$ cat config.mk
export PLATFORM = sky130hd
export DESIGN_NAME = s2c_call_sched
export DESIGN_NICKNAME = d
export VERILOG_FILES = /design/src/rtl/s2c_call_sched.sv
export SDC_FILE = /design/constraint.sdc
export NUM_CORES = 1
export LEC_CHECK = 0
export BUFFER_PORTS_ARGS = -buffer_cell sky130_fd_sc_hd__clkbuf_2
export CAP_MARGIN = 20
export CORE_MARGIN = 2
export CORE_UTILIZATION = 48
export CTS_BUF_LIST = sky130_fd_sc_hd__clkbuf_4
export CTS_CLUSTER_DIAMETER = 40
export DETAILED_ROUTE_END_ITERATION = 7
export HOLD_SLACK_MARGIN = 0.02
export PLACE_DENSITY = 0.92
export SYNTH_ARGS = -nofsm -noshare
export SYNTH_HDL_FRONTEND = slang
export SYNTH_SLANG_ARGS = --single-unit
$ cat constraint.sdc
create_clock -name clk -period 2.85 [get_ports clk]
set_input_delay 0.57 -clock clk [delete_from_list [all_inputs] [get_ports clk]]
set_output_delay 0.57 -clock clk [all_outputs]
set_load 0.005 [all_outputs]
$ cat src/rtl/s2c_call_sched.sv
// s2c_call_sched: shares one s2cif function-call channel between NREQ requesters using
// round-robin arbitration, one call in flight, sticky end-of-data flags and a result timeout.
module s2c_call_sched #(
  parameter int NREQ = 4,
  parameter int DW   = 32,
  parameter int TMO  = 1023
) (
  input  logic              clk,
  input  logic              rst_n,
  input  logic [NREQ-1:0]   req_valid_i,
  input  logic [NREQ*8-1:0] req_id_i,
  input  logic [NREQ*8-1:0] req_fn_i,
  output logic [NREQ-1:0]   req_ready_o,
  output logic [NREQ-1:0]   rsp_valid_o,
  output logic [31:0]       rsp_ret_o,
  output logic [DW-1:0]     rsp_data_o,
  output logic              call_valid_o,
  input  logic              call_ready_i,
  output logic [7:0]        call_id_o,
  output logic [7:0]        call_fn_o,
  input  logic              cret_valid_i,
  input  logic [31:0]       cret_ret_i,
  input  logic [DW-1:0]     cret_data_i,
  output logic [NREQ-1:0]   done_o,
  output logic              busy_o
);

  localparam int GW = $clog2(NREQ);
  localparam int TW = $clog2(TMO + 1);

  localparam logic [1:0] S_IDLE  = 2'd0;
  localparam logic [1:0] S_ISSUE = 2'd1;
  localparam logic [1:0] S_WAIT  = 2'd2;
  localparam logic [1:0] S_RESP  = 2'd3;

  localparam logic [GW-1:0] LAST_RST = GW'(NREQ - 1);
  localparam logic [TW-1:0] TMO_V    = TW'(TMO);
  localparam logic [31:0]   RET_EOD  = 32'hFFFF_FFFF;
  localparam logic [31:0]   RET_TMO  = 32'hFFFF_FFFE;

  function automatic logic [NREQ-1:0] onehot(input logic [GW-1:0] idx);
    logic [NREQ-1:0] v;
    v      = {NREQ{1'b0}};
    v[idx] = 1'b1;
    return v;
  endfunction

  logic [1:0]      state_q, state_d;
  logic [GW-1:0]   last_q, last_d;
  logic [GW-1:0]   gnt_q, gnt_d;
  logic [7:0]      call_id_q, call_id_d;
  logic [7:0]      call_fn_q, call_fn_d;
  logic            call_valid_q, call_valid_d;
  logic [TW-1:0]   timer_q, timer_d;
  logic [NREQ-1:0] rsp_valid_q, rsp_valid_d;
  logic [31:0]     rsp_ret_q, rsp_ret_d;
  logic [DW-1:0]   rsp_data_q, rsp_data_d;
  logic [NREQ-1:0] done_q, done_d;
  logic            busy_q;
  logic            run_q;

  logic            gnt_found_s;
  logic [GW-1:0]   gnt_idx_s;
  logic [GW:0]     rr_sum_s;
  logic [GW-1:0]   rr_cand_s;
  logic            rr_take_s;
  logic [NREQ-1:0] req_ready_s;

  // Round-robin search starting one past the last served requester.
  always_comb begin
    gnt_found_s = 1'b0;
    gnt_idx_s   = {GW{1'b0}};
    rr_sum_s    = {(GW+1){1'b0}};
    rr_cand_s   = {GW{1'b0}};
    rr_take_s   = 1'b0;
    for (int k = 0; k < NREQ; k++) begin
      rr_sum_s    = {1'b0, last_q} + (GW+1)'(k + 1);
      rr_cand_s   = (rr_sum_s >= (GW+1)'(NREQ)) ? GW'(rr_sum_s - (GW+1)'(NREQ)) : GW'(rr_sum_s);
      rr_take_s   = req_valid_i[rr_cand_s] & ~gnt_found_s;
      gnt_idx_s   = rr_take_s ? rr_cand_s : gnt_idx_s;
      gnt_found_s = gnt_found_s | rr_take_s;
    end
  end

  // Next-state and output-register logic of the call FSM.
  always_comb begin
    state_d      = state_q;
    last_d       = last_q;
    gnt_d        = gnt_q;
    call_id_d    = call_id_q;
    call_fn_d    = call_fn_q;
    call_valid_d = call_valid_q;
    timer_d      = timer_q;
    rsp_valid_d  = {NREQ{1'b0}};
    rsp_ret_d    = rsp_ret_q;
    rsp_data_d   = rsp_data_q;
    done_d       = done_q;
    req_ready_s  = {NREQ{1'b0}};
    case (state_q)
      S_IDLE: begin
        if (run_q && gnt_found_s) begin
          req_ready_s = onehot(gnt_idx_s);
          gnt_d       = gnt_idx_s;
          call_id_d   = req_id_i[{gnt_idx_s, 3'b000} +: 8];
          call_fn_d   = req_fn_i[{gnt_idx_s, 3'b000} +: 8];
          // A requester that already hit end-of-data is answered locally.
          if (done_q[gnt_idx_s]) begin
            state_d     = S_RESP;
            rsp_valid_d = onehot(gnt_idx_s);
            rsp_ret_d   = RET_EOD;
            rsp_data_d  = {DW{1'b0}};
          end else begin
            state_d      = S_ISSUE;
            call_valid_d = 1'b1;
          end
        end else begin
          state_d = S_IDLE;
        end
      end
      S_ISSUE: begin
        if (call_ready_i) begin
          call_valid_d = 1'b0;
          timer_d      = {TW{1'b0}};
          state_d      = S_WAIT;
        end else begin
          state_d = S_ISSUE;
        end
      end
      S_WAIT: begin
        if (cret_valid_i) begin
          state_d     = S_RESP;
          rsp_valid_d = onehot(gnt_q);
          rsp_ret_d   = cret_ret_i;
          rsp_data_d  = cret_data_i;
        end else if (timer_q == TMO_V) begin
          state_d     = S_RESP;
          rsp_valid_d = onehot(gnt_q);
          rsp_ret_d   = RET_TMO;
          rsp_data_d  = {DW{1'b0}};
        end else begin
          timer_d = timer_q + TW'(1);
        end
      end
      S_RESP: begin
        done_d  = done_q | ({NREQ{rsp_ret_q[31]}} & onehot(gnt_q));
        last_d  = gnt_q;
        state_d = S_IDLE;
      end
      default: begin
        state_d = S_IDLE;
      end
    endcase
  end

  // State and output registers; run_q holds off arbitration until the first edge after reset.
  always_ff @(posedge clk or negedge rst_n) begin
    if (!rst_n) begin
      state_q      <= S_IDLE;
      last_q       <= LAST_RST;
      gnt_q        <= {GW{1'b0}};
      call_id_q    <= 8'd0;
      call_fn_q    <= 8'd0;
      call_valid_q <= 1'b0;
      timer_q      <= {TW{1'b0}};
      rsp_valid_q  <= {NREQ{1'b0}};
      rsp_ret_q    <= 32'd0;
      rsp_data_q   <= {DW{1'b0}};
      done_q       <= {NREQ{1'b0}};
      busy_q       <= 1'b0;
      run_q        <= 1'b0;
    end else begin
      state_q      <= state_d;
      last_q       <= last_d;
      gnt_q        <= gnt_d;
      call_id_q    <= call_id_d;
      call_fn_q    <= call_fn_d;
      call_valid_q <= call_valid_d;
      timer_q      <= timer_d;
      rsp_valid_q  <= rsp_valid_d;
      rsp_ret_q    <= rsp_ret_d;
      rsp_data_q   <= rsp_data_d;
      done_q       <= done_d;
      busy_q       <= (state_d != S_IDLE);
      run_q        <= 1'b1;
    end
  end

  assign req_ready_o  = req_ready_s;
  assign rsp_valid_o  = rsp_valid_q;
  assign rsp_ret_o    = rsp_ret_q;
  assign rsp_data_o   = rsp_data_q;
  assign call_valid_o = call_valid_q;
  assign call_id_o    = call_id_q;
  assign call_fn_o    = call_fn_q;
  assign done_o       = done_q;
  assign busy_o       = busy_q;

endmodule
==> flow_metrics.tcl <==
set metrics [dict create \
    finalMaxSlewViolations 0 \
    postCtsHoldBufs 0 \
    r2r-start "last_q[1]$_DFFE_PN1N_" \
    wl_per_cell_um 15.95 \
    regArea_mm2 0.002680 \
    drive_gt1_frac 0.4592 \
    synth.top_cell.area_share 0.5538 \
    die_width_um 103.4 \
    path_class "flip-flop to output port" \
    r2r_cells 8 \
    yosysWarningCount 0 \
    fill_cells 754 \
    syn_to_final_growth_pct 29.75 \
    avgSynthCellArea_um2 12.36 \
    fin_nets 744 \
    hp-class "primary input to async pin" \
    syn_area_mm2 0.004745 \
    path_clk_slew_ns 0.18 \
    period_share 0.9643 \
    post-cts-setup-buffers 0 \
    first_global_vias 3787 \
    start_util 0.4899 \
    setup_viol 0 \
    synth-seq-cells 107 \
    multi_input_comb_area_mm2 0.001926 \
    gr-total-overflow 0 \
    synth.area.top_cells "dfrtp_1, mux2i_1, a22o_1" \
    dieArea_mm2 0.01070 \
    cts_root_buffer "clkbuf_4" \
    grt.total_usage 0.2146 \
    antenna_left 0 \
    worst-path-buf-inv 2 \
    syn_inst 384 \
    seq_area_frac_synth 0.5649 \
    met1_length_mm 4.817 \
    fp-row-count 36 \
    diodes 0 \
    grt_max_degree 65 \
    cts_buffers 9 \
    portBuffers 229 \
    fin_tns_setup_ns 0 \
    antenna_found_initial 0 \
    worst_pin_slew_ns 1.017 \
    slowest_delay_ns 0.63 \
    rsz0062_at_grt "false" \
    ys_async_sr_fraction 1.000 \
    drt_pass1_iterations 4 \
    cts_tree "built" \
    reg2reg_setup_slack_ns 0.46 \
    period_minus_slack_ns 2.748 \
    worstPathArrival_ns 2.18 \
    powerDensity_mw_per_mm2 931.2 \
    worstPathRequired_ns 2.28 \
    drc 0 \
    cts_resized 0 \
    cp_max_fo 8 \
    synth-main-ff-cell "dfrtp_1" \
    yosysTopAreaCell "dfrtp_1" \
    yosysUniqueCellTypes 54 \
    vias 4020 \
    wl_met2_mm 6.080 \
    ir_drop_mv 0.4100 \
    first_iter_violations 162 \
    wirelength_mm 11.89 \
    worstPathCellList "nand2b_1, a21o_1, o221ai_1, or3_1, inv_1, clkbuf_2" \
    clock_path_buffers 2 \
    coreArea_mm2 0.009684 \
    p_leak_nw 3.119 \
    cp-start-kind "flip-flop" \
    viasPerCell 5.396 \
    fmax_ghz 0.3639 \
    finClkSkew_ns 0.02768 \
    synth_edf_count 0 \
    hold_viol 0 \
    synth_nets 521 \
    cp-end-kind "output port" \
    grt_pass1_wl_mm 17.96 \
    highest_layer "met4" \
    place_congestion 0.9471 \
    met3_length_um 776 \
    crit_slowest_cell "dfstp_2" \
    reg2reg_to "rsp_data_o[14]$_DFFE_PN0P_" \
    clk_latency_ns 0.47 \
    status "complete, no violations" \
    timing.hold.ws_ns 0.05749 \
    slew_headroom 0.3202 \
    htreeDepth 3 \
    maxCapViolCount 0 \
    io_pins 230 \
    path_delay_family "flip-flops" \
    dp_hpwl_mm 9.002 \
    cts_sinks 107 \
    die_h_um 103.4 \
]
## flip-flops by register name, summed over array words and instances (netlist names)
name / flops
done_o: 4
busy_o: 1
rsp_ret_o: 32
last_q: 2
gnt_q: 2
timer_q: 10
state_q: 2
rsp_data_o: 32
run_q: 1
rsp_valid_o: 4
call_id_o: 8
call_fn_o: 8
call_valid_o: 1
## worst reg2reg max path, delay by kind of cell (launching register included)
| family | cells | cell delay (ns) |
|---|---|---|
| compound gates | 4 | 0.71 |
| flops | 1 | 0.63 |
| buf+inv | 2 | 0.56 |
| simple gates | 2 | 0.42 |
## synthesized netlist by cell type, types with 2 or more instances
cell and number:
o2111ai_1 4, o21bai_1 2, mux2i_1 34, clkbuf_1 10
o32ai_1 3, a22o_1 33, or3_1 2, dfrtp_1 105
xor2_1 6, nand4_1 2, buf_2 5, nand3_1 6
and2_1 2, nor2_1 10, nand2b_1 7, nor2b_1 2
and4_1 2, inv_1 6, o21ai_1 19, mux2_2 17
nand2_1 32, dfstp_2 2, buf_6 2, o22a_1 31
o21ai_0 5, o211ai_1 2, buf_4 6
## metrics by stage
stage                     utilization  cell area [um2]  worst slack (ns)  total power, mW  cells
after floorplan                     -             4745            0.5215            4.012    384
after global placement         0.6204             6008            0.4180            4.826    729
after detailed placement       0.6204             6008            0.2353            4.976    729
after CTS                      0.6357             6156           0.09721            5.769    745
after global routing           0.6357             6156           0.02940            6.157    745
final                          0.6357             6156            0.1018            5.732    745
## routing by layer
metal | global-route usage | up-vias
li1 | - | 1884
met1 | 0.2661 | 1956
met2 | 0.3742 | 158
met3 | 0.04167 | 22
met4 | 0.07591 | 0
met5 | 0 | -
## worst max path at each step
stage	start	endpoint	slack (ns)	cells after the start
2_1_floorplan	req_valid_i[2]	req_ready_o[1]	0.52	6
3_3_place_gp	req_valid_i[2]	req_ready_o[0]	0.42	7
3_5_place_dp	req_valid_i[2]	rsp_ret_o[7]$_DFFE_PN0P_	0.24	8
4_1_cts	last_q[1]$_DFFE_PN1N_	req_ready_o[0]	0.1	6
5_1_grt	last_q[1]$_DFFE_PN1N_	req_ready_o[0]	0.03	6
6_report	last_q[1]$_DFFE_PN1N_	req_ready_o[0]	0.10	6
## area by class of cell
class	count	area share
Multi-Input combinational cell	247	0.3128
Sequential cell	107	0.4354
Clock inverter	6	0.01179
Tap cell	133	0.02703
Inverter	6	0.003659
Timing Repair Buffer	236	0.1972
Clock buffer	10	0.01220
## where the power goes
group          leakage [nW]  switching, mW  internal (mW)
sequential             1.27          0.380           2.09
combinational          1.77           1.25           1.22
clock                0.0712          0.514          0.286
## logic make-up (layout without fill, tap and decap cells)
group                      Yosys count  in the layout  synth area share
and+or+nand+nor                     72             72           0.07622
other                                1              1         0.0007904
DFF                                107            107            0.5649
xor gates and xnor gates             6              6           0.01108
buffers and inverters               30            258           0.03296
adders and majority gates            1              1          0.002637
AOI/OAI and AO/OA                  115            115            0.1962
muxes                               52             52            0.1152
## cells in the final DEF, fill, tap and decap left out, types with 3 or more instances in the layout
master / n
o22a_1: 31
nand2_1: 32
o21ai_1: 19
o2111ai_1: 4
clkbuf_2: 228
o21ai_0: 5
xor2_1: 6
dfrtp_1: 105
clkinvlp_4: 3
nand3_1: 6
clkbuf_4: 10
mux2i_1: 34
buf_4: 7
mux2_2: 17
o32ai_1: 3
a22o_1: 33
nand2b_1: 7
nor2_1: 10
inv_1: 6
(Power assumes the default switching activity.)
